===== config.mk =====
export PLATFORM = sky130hd
export DESIGN_NAME = rx_uart_flat
export DESIGN_NICKNAME = d
export VERILOG_FILES = /design/src/rtl/uart_pkg.sv /design/src/rtl/rx_uart_if.sv /design/src/rtl/rx_uart_sync.sv /design/src/rtl/rx_uart.sv /design/src/flat_wrapper.sv
export SDC_FILE = /design/constraint.sdc
export NUM_CORES = 1
export LEC_CHECK = 0
export CORE_MARGIN = 1
export CORE_UTILIZATION = 40
export DETAILED_ROUTE_END_ITERATION = 10
export SLEW_MARGIN = 0
export SYNTH_ARGS = -nofsm -noshare
export SYNTH_HDL_FRONTEND = slang
export SYNTH_HIERARCHICAL = 1
export SYNTH_SLANG_ARGS = --single-unit

===== constraint.sdc =====
create_clock -name i_clk -period 3.7 [get_ports i_clk]
set_clock_uncertainty 0.05 [all_clocks]
set_input_delay 0.555 -clock i_clk [delete_from_list [all_inputs] [get_ports i_clk]]
set_output_delay 0.555 -clock i_clk [all_outputs]
set_load 0.02 [all_outputs]

===== src/rtl/uart_pkg.sv =====
// uart_pkg: definitions shared by the UART receive path.
//   rx_state_t              receiver FSM states (PARITY is used only when
//                           UART_RX_PARITY_EN is defined)
//   DEFAULT_CLOCKS_PER_BAUD 25 MHz / 115200
//   UART_DATA_BITS          data bits per frame
package uart_pkg;

    typedef enum logic [2:0] {
        IDLE   = 3'd0,
        START  = 3'd1,
        DATA   = 3'd2,
        PARITY = 3'd3,
        STOP   = 3'd4
    } rx_state_t;

    localparam logic [23:0] DEFAULT_CLOCKS_PER_BAUD = 24'd217;
    localparam int          UART_DATA_BITS          = 8;

endpackage


===== src/rtl/rx_uart_if.sv =====
// rx_uart_if: receive-side result bus of the UART receiver.
//   o_wr          one-cycle strobe, o_data holds a valid byte
//   o_data        received byte, held until the next o_wr
//   o_frame_err   one-cycle strobe, stop bit sampled low
//   o_busy        receiver is inside a frame
//   o_parity_err  one-cycle strobe alongside o_wr (UART_RX_PARITY_EN only)
// master: the receiver (drives everything); slave: the consumer.
interface rx_uart_if;
    import uart_pkg::*;

    logic                      o_wr;
    logic [UART_DATA_BITS-1:0] o_data;
    logic                      o_frame_err;
    logic                      o_busy;
`ifdef UART_RX_PARITY_EN
    logic                      o_parity_err;
`endif

`ifdef UART_RX_PARITY_EN
    modport master (output o_wr, o_data, o_frame_err, o_busy, o_parity_err);
    modport slave  (input  o_wr, o_data, o_frame_err, o_busy, o_parity_err);
`else
    modport master (output o_wr, o_data, o_frame_err, o_busy);
    modport slave  (input  o_wr, o_data, o_frame_err, o_busy);
`endif

endinterface


===== src/rtl/rx_uart_sync.sv =====
// rx_sync: two-flop synchroniser for an asynchronous input. Both flops reset
// to 1, which is the idle level of a UART line, so a reset never looks like
// a start edge.
//   i_clk      clock
//   i_reset_n  synchronous active-low reset
//   i_d        asynchronous input
//   o_q        synchronised output
module rx_sync (
    input  logic i_clk,
    input  logic i_reset_n,
    input  logic i_d,
    output logic o_q
);

    logic [1:0] sync_r;

    always_ff @(posedge i_clk) begin
        if (!i_reset_n) sync_r <= 2'b11;
        else            sync_r <= {sync_r[0], i_d};
    end

    assign o_q = sync_r[1];

endmodule


===== src/rtl/rx_uart.sv =====
// rx_uart: 8N1 serial UART receiver. Synchronises the line, validates the
// start bit at mid-bit, samples each data bit at mid-baud (LSB first) and
// presents the byte with a one-cycle o_wr strobe, or o_frame_err if the stop
// bit reads low.
//   i_clk      clock
//   i_reset_n  synchronous active-low reset
//   i_uart_rx  asynchronous serial line, idle high
//   bus        rx_uart_if.master: o_wr, o_data, o_frame_err, o_busy
//              (+ o_parity_err)
// Optional feature: define UART_RX_PARITY_EN for an even-parity bit between
// bit 7 and the stop bit, reported through o_parity_err.
module rx_uart
    import uart_pkg::*;
#(
    parameter logic [23:0] CLOCKS_PER_BAUD = DEFAULT_CLOCKS_PER_BAUD
) (
    input  logic         i_clk,
    input  logic         i_reset_n,
    input  logic         i_uart_rx,
    rx_uart_if.master    bus
);

    // First sample lands mid start bit; all later ones one full bit apart.
    localparam logic [23:0] HALF_M1 = (CLOCKS_PER_BAUD >> 1) - 24'd1;
    localparam logic [23:0] FULL_M1 = CLOCKS_PER_BAUD - 24'd1;
    localparam logic [2:0]  LAST_BIT = 3'(UART_DATA_BITS - 1);

    logic rx_s;

    rx_sync u_sync (
        .i_clk     (i_clk),
        .i_reset_n (i_reset_n),
        .i_d       (i_uart_rx),
        .o_q       (rx_s)
    );

    rx_state_t                 state_r,    state_nx;
    logic [23:0]               baud_cnt_r, baud_cnt_nx;
    logic [2:0]                bit_cnt_r,  bit_cnt_nx;
    logic [UART_DATA_BITS-1:0] shreg_r,    shreg_nx;
    logic [UART_DATA_BITS-1:0] data_r,     data_nx;
    logic                      wr_r,       wr_nx;
    logic                      ferr_r,     ferr_nx;
    logic                      busy_r;
`ifdef UART_RX_PARITY_EN
    logic                      par_r,      par_nx;
    logic                      perr_r,     perr_nx;
`endif

    logic tick;
    assign tick = (baud_cnt_r == 24'd0);

    always_ff @(posedge i_clk) begin
        if (!i_reset_n) begin
            state_r    <= IDLE;
            baud_cnt_r <= '0;
            bit_cnt_r  <= '0;
            shreg_r    <= '0;
            data_r     <= '0;
            wr_r       <= 1'b0;
            ferr_r     <= 1'b0;
            busy_r     <= 1'b0;
`ifdef UART_RX_PARITY_EN
            par_r      <= 1'b0;
            perr_r     <= 1'b0;
`endif
        end else begin
            state_r    <= state_nx;
            baud_cnt_r <= baud_cnt_nx;
            bit_cnt_r  <= bit_cnt_nx;
            shreg_r    <= shreg_nx;
            data_r     <= data_nx;
            wr_r       <= wr_nx;
            ferr_r     <= ferr_nx;
            // Registered from next state so it tracks state_r exactly.
            busy_r     <= (state_nx != IDLE);
`ifdef UART_RX_PARITY_EN
            par_r      <= par_nx;
            perr_r     <= perr_nx;
`endif
        end
    end

    always_comb begin
        state_nx    = state_r;
        baud_cnt_nx = baud_cnt_r;
        bit_cnt_nx  = bit_cnt_r;
        shreg_nx    = shreg_r;
        data_nx     = data_r;
        wr_nx       = 1'b0;
        ferr_nx     = 1'b0;
`ifdef UART_RX_PARITY_EN
        par_nx      = par_r;
        perr_nx     = 1'b0;
`endif

        // Inside a frame the counter free-runs, reloading at each sample.
        if (state_r != IDLE)
            baud_cnt_nx = tick ? FULL_M1 : baud_cnt_r - 24'd1;

        case (state_r)
            IDLE: begin
                if (!rx_s) begin
                    state_nx    = START;
                    baud_cnt_nx = HALF_M1;
                end
            end
            START: begin
                if (tick) begin
                    if (rx_s) begin
                        state_nx = IDLE;    // glitch, not a real start bit
                    end else begin
                        state_nx   = DATA;
                        bit_cnt_nx = '0;
                    end
                end
            end
            DATA: begin
                if (tick) begin
                    shreg_nx   = {rx_s, shreg_r[UART_DATA_BITS-1:1]};
                    bit_cnt_nx = bit_cnt_r + 3'd1;
                    if (bit_cnt_r == LAST_BIT) begin
`ifdef UART_RX_PARITY_EN
                        state_nx = PARITY;
`else
                        state_nx = STOP;
`endif
                    end
                end
            end
`ifdef UART_RX_PARITY_EN
            PARITY: begin
                if (tick) begin
                    par_nx   = rx_s;
                    state_nx = STOP;
                end
            end
`endif
            STOP: begin
                // Leaving at mid-stop-bit lets a back-to-back start edge in.
                if (tick) begin
                    state_nx = IDLE;
                    if (rx_s) begin
                        wr_nx   = 1'b1;
                        data_nx = shreg_r;
`ifdef UART_RX_PARITY_EN
                        perr_nx = (^shreg_r) ^ par_r;
`endif
                    end else begin
                        ferr_nx = 1'b1;
                    end
                end
            end
            default: state_nx = IDLE;
        endcase
    end

    assign bus.o_wr        = wr_r;
    assign bus.o_data      = data_r;
    assign bus.o_frame_err = ferr_r;
    assign bus.o_busy      = busy_r;
`ifdef UART_RX_PARITY_EN
    assign bus.o_parity_err = perr_r;
`endif

endmodule

===== src/flat_wrapper.sv =====
// flat-port wrapper written by rule: the top's interface ports become plain ports
module rx_uart_flat import uart_pkg::*;
#(
    parameter logic [23:0] CLOCKS_PER_BAUD = DEFAULT_CLOCKS_PER_BAUD
)
  (i_clk, i_reset_n, i_uart_rx, bus_o_wr, bus_o_data, bus_o_frame_err, bus_o_busy);
  rx_uart_if bus_i ();
  input  logic i_clk;
  input  logic i_reset_n;
  input  logic i_uart_rx;
  output wire logic [$bits(bus_i.o_wr)-1:0] bus_o_wr;
  output wire logic [$bits(bus_i.o_data)-1:0] bus_o_data;
  output wire logic [$bits(bus_i.o_frame_err)-1:0] bus_o_frame_err;
  output wire logic [$bits(bus_i.o_busy)-1:0] bus_o_busy;
  assign bus_o_wr = bus_i.o_wr;
  assign bus_o_data = bus_i.o_data;
  assign bus_o_frame_err = bus_i.o_frame_err;
  assign bus_o_busy = bus_i.o_busy;
  rx_uart #(.CLOCKS_PER_BAUD(CLOCKS_PER_BAUD)) u_core (.i_clk(i_clk), .i_reset_n(i_reset_n), .i_uart_rx(i_uart_rx), .bus(bus_i));
endmodule

## After elaboration in Yosys (flattened, before gate mapping)

Cells that the tools add are included.

- Register bits after elaboration: 51
- Input bits: 3
- Output and inout port bits: 11

- Add/subtract/negate cells: 2
- Eq/ne operators: 7
- Multiplexer cells: 17
- Reductions and logical operators: 9

Operators by type and width:

| operator | number |
|---|---|
| 2-to-1 mux 24 bit | 4 |
| logical NOT 24 bit | 1 |
| 2-to-1 mux 3 bit | 8 |
| subtractor 24 x 1 -> 24 bit (second input constant) | 1 |
| one-hot mux 3 bit (4 select lines) | 1 |
| equality test 3 bit (second input constant) | 2 |
| one-hot mux 3 bit (2 select lines) | 1 |
| AND reduction 3 bit | 2 |
| nonzero test 3 bit | 2 |
| inequality test 2 x 1 -> 1 bit (second input constant) | 2 |
| AND reduction 4 bit | 1 |
| adder 3 x 1 -> 3 bit (second input constant) | 1 |
| equality test 3 x 1 -> 1 bit (second input constant) | 1 |
| equality test 3 x 2 -> 1 bit (second input constant) | 1 |
| logical NOT 3 bit | 1 |
| 2-to-1 mux 1 bit | 2 |
| 2-to-1 mux 2 bit | 1 |
| inequality test 2 bit (second input constant) | 1 |
| AND reduction 2 bit | 1 |
| nonzero test 2 bit | 1 |

## Longest topological paths before layout

Gate-level depths: netlist of the first run.

- Depth after elaboration: 5
- Depth in mapped cells: 8

## Hierarchy

The synthesis of the first run kept the hierarchy.

Modules (own cells, without submodules):

| module | instances | cells each | area each (µm²) |
|---|---|---|---|
| rx_uart | 1 | 261 | 2240.9 |
| rx_sync | 1 | 4 | 52.6 |

## Worst setup path before layout of the first run

OpenSTA, ideal clock, no wires.

- Kind: register to register
- Start: register u_core.baud_cnt_r[0]
- End: register u_core.state_r[1]
- Arrival: 1.810 ns
- Data required time: 3.591 ns
- Setup slack: 1.781 ns
- Stages on the path, launching flop included: 8
- Path buffers: 0
- Clock period less this slack: 1.919 ns
- Cells stage by stage: dfxtp_1 -> inv_1 -> ha_1 -> nor3b_1 -> nand4_1 -> or3_1 -> or4_1 -> nand2_1

- Word-level cells in the longest chain between the ends: 3
- Elaborated cells on any way between the ends: 5

Ends and longest elaborated chain:

| what | line | text |
|---|---|---|
| start, declared | rx_uart.sv:38 | `logic [23:0] baud_cnt_r, baud_cnt_nx;` |
| start signal, assigned | rx_uart.sv:69 | `baud_cnt_r <= baud_cnt_nx;` |
| logical NOT 24 bit (*) | rx_uart.sv:51 | `assign tick = (baud_cnt_r == 24'd0);` |
| 2-to-1 mux 3 bit (on tied branches) | rx_uart.sv:141, rx_uart.sv:109, rx_uart.sv:119 |  |
| one-hot mux 3 bit (4 select lines) (*) | rx_uart.sv:101 | `case (state_r)` |
| end signal, assigned | rx_uart.sv:68 | `state_r <= state_nx;` |
| end, declared | rx_uart.sv:37 | `rx_state_t state_r, state_nx;` |

Mark *: on every way between the ends. The rest lies on a longest branch, timed or not.
A chain may end at the register's enable or synchronous reset.

## Worst setup path after layout of the first run

- Start: register u_core.baud_cnt_r[0]
- End: register u_core.bit_cnt_r[0]

- Word-level cells in the longest chain between the ends: 3
- Elaborated cells on any way between the ends: 4

Ends and longest elaborated chain:

| what | line | text |
|---|---|---|
| logical NOT 24 bit (*) | rx_uart.sv:51 |  |
| inequality test 2 x 1 -> 1 bit (no line) | - |  |
| AND reduction 4 bit (no line) (*) | - |  |
| end signal, assigned | rx_uart.sv:70 | `bit_cnt_r <= bit_cnt_nx;` |
| end, declared | rx_uart.sv:39 | `logic [2:0] bit_cnt_r, bit_cnt_nx;` |

Marked as above.

==> impl_metrics.json, run 1 <==
{
  "run_status": "finished, final reports clean",
  "rr_startpoint": "u_core/baud_cnt_r[0]",
  "cts_tree": "built",
  "netlist.area_leader.share_pct": 44.5,
  "critPathKind": "reg2reg",
  "drtPass1Iterations": 4,
  "worst_setup_path_end_kind": "register",
  "setup_repair_after_global_routing_missed_its_margin": "no",
  "timing.final.crit_period_ns": 2.51,
  "post-cts-setup-buffers": 0,
  "route.final.wire_length_um": 4770,
  "power_density_mw_per_mm2": 456,
  "initial_utilization_pct": 41.6,
  "dieArea_mm2": 0.00604,
  "tritoncts_num_sinks": 51,
  "worstPathRequired_ns": 3.82,
  "area_fraction_in_compound_gates_after_synthesis_pct": 11.6,
  "clkLatencyLatePin_ns": 0.30,
  "postSynthNetCount": 272,
  "synth_area_leader_cell": "sky130_fd_sc_hd__dfxtp_1",
  "drt-wirelength-per-cell_um": 13.7,
  "layout.cell_area.non_filler_mm2": 0.00257,
  "synth_top_cells_by_area": "sky130_fd_sc_hd__dfxtp_1 45%, sky130_fd_sc_hd__mux2i_1 7.4%, sky130_fd_sc_hd__nand2_1 6.5%",
  "post_synth_instance_area_mm2": 0.00229,
  "synth_xor_area_share_pct": 3.82,
  "port-buffer-count": 13,
  "nNetsFinal": 282,
  "finalSetupTns_ns": 0,
  "grt_overflow": 0,
  "antenna_found_initial": 0,
  "route.detailed.drc": 0,
  "area_of_combinational_cells_with_multiple_inputs_mm2": 0.00119,
  "design.portCount": 14,
  "route.antenna.remaining_nets": 0,
  "critPathArrivalTime_ns": 2.63,
  "diode_insertion_count_for_antenna_repair": 0,
  "dieWidth_um": 77.7,
  "design.core.area_mm2": 0.00551,
  "crit_path_start_kind": "register",
  "fillCellCount": 556,
  "tightestPinTransition_ns": 0.867,
  "max-cap-violations": 0,
  "synth_top_family_by_area": "simple AND/OR/NAND/NOR gates",
  "drive_above_1_share_pct": 5.07,
  "synth_simple_gate_area_share_pct": 27.1,
  "p_leak_nw": 0.975,
  "critPathLaunch": "u_core/baud_cnt_r[0]",
  "vias": 1896,
  "grt_first_pass_wirelength_um": 8200,
  "yosys_warnings": 6,
  "floorplan.die.height_um": 77.7,
  "worst_hold_path_type": "reg2reg",
  "cts_buffer_depth": 2,
  "worstPathMaxFanout": 12,
  "num_rows": 27,
  "ys_seq_elements": 51,
  "report.final.slew_viol_count": 0,
  "h-tree-depth": 2,
  "fmax_mhz": 399,
  "syn-instance-count": 265,
  "synth_adder_area_share_pct": 2.18,
  "total_power_w": 0.00117,
  "detail_route.vias_per_cell": 5.45,
  "flow.area_growth_from_synthesis_pct": 11.9,
  "dp_hpwl_um": 3330,
  "timing.hold.worst.start": "u_core/u_sync/sync_r[0]",
  "final.period_utilization_pct": 67.8,
  "cts_made_buffers": 5,
  "detail_route.iter0.violations": 107,
  "synthesis.area_per_instance_um2": 8.65,
  "layout_common_cells": "51 x sky130_fd_sc_hd__dfxtp_1, 40 x sky130_fd_sc_hd__nand2_1, 18 x sky130_fd_sc_hd__nor2_1",
  "yosys-mux-area-fraction_pct": 7.42,
  "pin_count_of_the_biggest_net_entering_global_routing": 34,
  "postPlaceCellArea_mm2": 0.00248,
  "final-seq-area_mm2": 0.00102,
  "grt_util_all_layers_pct": 17.0,
  "yosysSeqAreaShare_pct": 44.5,
  "ir_worst_vdd_v": 0.000289,
  "cts_hold_buffers": 0,
  "setup_viol_count_final": 0,
  "clk_transition_reported_paths_ns": 0.09,
  "slew-limit-headroom_pct": 42.1,
  "cts_resized": 0,
  "hold_viol_final": 0,
  "grt_pass1_vias": 1788,
  "synth.lib_cells_used.distinct": 42,
  "mostFrequentLayoutCell": "sky130_fd_sc_hd__dfxtp_1",
  "clk_root_buffer_cell": "sky130_fd_sc_hd__clkbuf_8",
  "gpl.final_weighted_congestion": 0.826
}
-- cell usage after synthesis, drive strengths merged --
library cell,count
a211oi,1
a21oi,14
a22oi,1
a31oi,3
and2,2
and3,1
buf,3
clkbuf,8
dfxtp,51
ha,4
inv,9
mux2i,17
nand2,40
nand2b,3
nand3,5
nand4,4
nand4b,1
nor2,18
nor2b,2
nor3,15
nor3b,1
nor4,9
nor4b,3
o2111ai,1
o211a,1
o211ai,1
o21ai,11
o21bai,1
o22ai,4
o311a,1
o31ai,2
o32ai,2
or2,2
or3,11
or4,3
xnor2,9
xor2,1
-- registers in the layout, indices dropped and copies added, names as in the netlist --
| name | cells |
|---|---|
| u_core/bit_cnt_r | 3 |
| u_core/bus.o_busy | 1 |
| u_core/bus.o_wr | 1 |
| u_core/state_r | 3 |
| u_core/bus.o_frame_err | 1 |
| u_core/shreg_r | 8 |
| u_core/bus.o_data | 8 |
| u_core/baud_cnt_r | 24 |
| u_core/u_sync/sync_r | 2 |
-- worst max-delay path, stage by stage (launching register included) --
cell,delay (ns)
sky130_fd_sc_hd__dfxtp_1,0.33
sky130_fd_sc_hd__inv_1,0.11
sky130_fd_sc_hd__ha_1,0.19
sky130_fd_sc_hd__nor3b_1,0.22
sky130_fd_sc_hd__nand4_1,0.28
sky130_fd_sc_hd__or3_1,0.63
sky130_fd_sc_hd__nor3_1,0.44
sky130_fd_sc_hd__o22ai_1,0.12
-- where the power goes --
| group | internal, W | total (W) | switching [W] | leakage, nW |
|---|---|---|---|---|
| Sequential | 0.000571 | 0.000598 | 0.0000268 | 0.413 |
| Clock | 0.000136 | 0.000315 | 0.000179 | 0.0454 |
| Combinational | 0.0000893 | 0.000257 | 0.000168 | 0.517 |
| Total | 0.000796 | 0.00117 | 0.000373 | 0.975 |
-- logic make-up (layout without fill, tap and decap cells) --
group / Yosys count / in the layout
and+or+nand+nor: 120 / 120
DFF: 51 / 51
AOI/OAI and AO/OA: 43 / 43
buffers and inverters: 20 / 31
muxes: 17 / 17
xor gates and xnor gates: 10 / 10
adders and majority gates: 4 / 4
-- final timing paths --
path                                  end  slack (ns)  cells after the start
setup / recovery      u_core/bit_cnt_r[0]        1.19                      7
hold / removal    u_core/u_sync/sync_r[1]        0.37                      1
setup reg to reg      u_core/bit_cnt_r[0]        1.19                      7
hold reg to reg   u_core/u_sync/sync_r[1]        0.37                      1
-- cell type report --
type	count	share of cell area [%]
Inverter	9	1.32
Clock inverter	2	0.683
Tap cell	72	3.51
Timing Repair Buffer	14	5.36
Sequential cell	51	39.8
Multi-Input combinational cell	194	46.5
Clock buffer	6	2.83
-- per-stage QoR --
step	util (%)	hold slack, ns	instances	worst slack (ns)
after floorplan	-	0.336	265	1.78
after global placement	45.0	0.339	340	1.24
after detailed placement	45.0	0.355	340	1.24
after CTS	46.6	0.379	348	1.22
after global routing	46.6	0.409	348	0.990
final	46.6	0.372	348	1.19
-- layer usage --
| layer | up-vias | GRT usage [%] | part of all wire (%) |
|---|---|---|---|
| li1 | 961 | - | - |
| met1 | 890 | 21.9 | 48 |
| met2 | 40 | 27.4 | 47 |
| met3 | 5 | 3.76 | 4.0 |
| met4 | 0 | 6.98 | 0.65 |
| met5 | - | 0 | 0 |
No activity file was read; power rests on OpenSTA's default activity.
==> inputs of run 2 (changes only) <==
==> constraint.sdc (replaced) <==
create_clock -name i_clk -period 2.3 [get_ports i_clk]
set_clock_uncertainty 0.05 [all_clocks]
set_input_delay 0.345 -clock i_clk [delete_from_list [all_inputs] [get_ports i_clk]]
set_output_delay 0.345 -clock i_clk [all_outputs]
set_load 0.02 [all_outputs]
==> impl_metrics.json, run 2 (synthesized netlist as in run 1, its figures left out) <==
{
  "vias": 1965,
  "largest_reg_flops": 24,
  "dieArea_mm2": 0.00604,
  "cts_made_buffers": 5,
  "worstPathMaxFanout": 4,
  "layout_common_cells": "51 x sky130_fd_sc_hd__dfxtp_1, 40 x sky130_fd_sc_hd__nand2_1, 19 x sky130_fd_sc_hd__buf_4",
  "layoutNonFillerInstCount": 366,
  "grt_util_all_layers_pct": 17.6,
  "timing.reg2reg.worst_path_depth": 7,
  "max-cap-violations": 0,
  "dieWidth_um": 77.7,
  "worstHoldPathCells": 1,
  "port-buffer-count": 13,
  "flow.area_growth_from_synthesis_pct": 18.4,
  "grt_overflow": 0,
  "pin_count_of_the_biggest_net_entering_global_routing": 17,
  "tritoncts_num_sinks": 51,
  "fmax_mhz": 470,
  "detail_route.vias_per_cell": 5.37,
  "drt-wirelength-per-cell_um": 13.4,
  "hold-path-endpoint": "u_core/u_sync/sync_r[1]",
  "mostFrequentLayoutCell": "sky130_fd_sc_hd__dfxtp_1",
  "nNetsFinal": 300,
  "detail_route.iter0.violations": 155,
  "clk_transition_reported_paths_ns": 0.09,
  "dp_hpwl_um": 3520,
  "crit_path_start_kind": "register",
  "diode_insertion_count_for_antenna_repair": 0,
  "timing.reg2reg.setup_slack_ns": 0.17,
  "worstPathRequired_ns": 2.51,
  "clk_root_buffer_cell": "sky130_fd_sc_hd__clkbuf_8",
  "power_density_mw_per_mm2": 730,
  "grt_pass1_vias": 1793,
  "report.final.slew_viol_count": 0,
  "detail_route.wirelength.met1_um": 2410,
  "met2RoutedLength_um": 2290,
  "setup_repair_after_global_routing_missed_its_margin": "no",
  "ir_worst_vdd_v": 0.000382,
  "cts_tree": "built",
  "dpl.cell_count": 358,
  "rr_startpoint": "u_core/baud_cnt_r[0]",
  "design.core.area_mm2": 0.00551,
  "timing.hold.worst.start": "u_core/u_sync/sync_r[0]",
  "worst_setup_path_end_kind": "register",
  "drtPass1Iterations": 4,
  "reg2reg_to": "u_core/state_r[1]",
  "p_leak_nw": 1.06,
  "route.final.wire_length_um": 4910,
  "tightestPinTransition_ns": 0.367,
  "initial_utilization_pct": 41.6,
  "timing.final.crit_period_ns": 2.13,
  "worst_hold_path_type": "reg2reg",
  "antenna_found_initial": 0,
  "route.detailed.drc": 0,
  "slew-limit-headroom_pct": 75.3,
  "route.antenna.remaining_nets": 0,
  "setup_viol_count_final": 0,
  "gpl.final_weighted_congestion": 0.815,
  "finalSetupTns_ns": 0,
  "run_status": "finished, final reports clean",
  "grt_first_pass_wirelength_um": 8500,
  "most_flops_register": "u_core/baud_cnt_r",
  "final.period_utilization_pct": 92.5,
  "drive_above_1_share_pct": 11.9,
  "post-cts-setup-buffers": 0,
  "floorplan.die.height_um": 77.7,
  "design.portCount": 14,
  "detailroute.wirelength.met3_um": 183,
  "topRoutingLayerUsed": "met4",
  "h-tree-depth": 2,
  "clkLatencyLatePin_ns": 0.30,
  "num_rows": 27,
  "critPathArrivalTime_ns": 2.33,
  "critPathKind": "reg2reg",
  "cts_buffer_depth": 2,
  "hold_viol_final": 0
}
-- run 2: final cells by class --
type,count,area (µm²)
fillers,531,2790
multi-input cells,194,1210
flip-flops and latches,51,1020
repair buffers,32,273
well taps,72,90.1
clock buffers,6,72.6
inverters,9,33.8
clock inverters,2,16.3
-- run 2: through the flow --
step	utilization (%)	worst slack, ns	total power [W]	area [µm²]	hold WS [ns]
after floorplan	-	0.381	0.00129	2290	0.336
after global placement	47.4	0.279	0.00146	2610	0.344
after CTS	49.0	0.176	0.00198	2700	0.373
after detailed placement	47.4	0.206	0.00146	2610	0.348
final	49.3	0.172	0.00198	2720	0.366
after global routing	49.3	0.0283	0.00210	2720	0.388
-- run 2: worst max-delay path by stage --
stage	startpoint	endpoint	slack [ns]	cells after the start
2_1_floorplan	u_core/baud_cnt_r[0]	u_core/state_r[1]	0.38	7
3_3_place_gp	u_core/baud_cnt_r[0]	u_core/state_r[1]	0.28	7
3_5_place_dp	u_core/baud_cnt_r[0]	u_core/bus.o_data[5]	0.21	8
4_1_cts	u_core/baud_cnt_r[0]	u_core/bus.o_data[5]	0.18	8
5_1_grt	u_core/baud_cnt_r[0]	u_core/bus.o_wr	0.03	7
6_report	u_core/baud_cnt_r[0]	u_core/state_r[1]	0.17	7
-- run 2: power by group --
part	total (W)	internal, W	switching, W
Clock	0.000519	0.000219	0.000300
Combinational	0.000505	0.000214	0.000291
Sequential	0.000959	0.000919	0.0000402
-- run 2: metal layers --
metal	vias up	GRT usage [%]
met3	5	3.88
li1	998	-
met2	42	29.1
met4	0	4.34
met1	920	23.1
met5	-	0
-- run 2: repair_timing --
action / 4_1_cts / 5_1_grt
hold buffers: 0 / 0
endpoints found under the setup margin: 0 / 11
endpoints found under the hold margin: 0 / 0
gates resized for setup: 0 / 3
-- run 2: critical path, cell delays in order, from the launching register on --
cell	delay, ns
sky130_fd_sc_hd__dfxtp_1	0.33
sky130_fd_sc_hd__inv_1	0.13
sky130_fd_sc_hd__ha_1	0.15
sky130_fd_sc_hd__nor3b_1	0.17
sky130_fd_sc_hd__nand4_1	0.24
sky130_fd_sc_hd__or3_4	0.46
sky130_fd_sc_hd__or4_1	0.47
sky130_fd_sc_hd__nand2_1	0.07
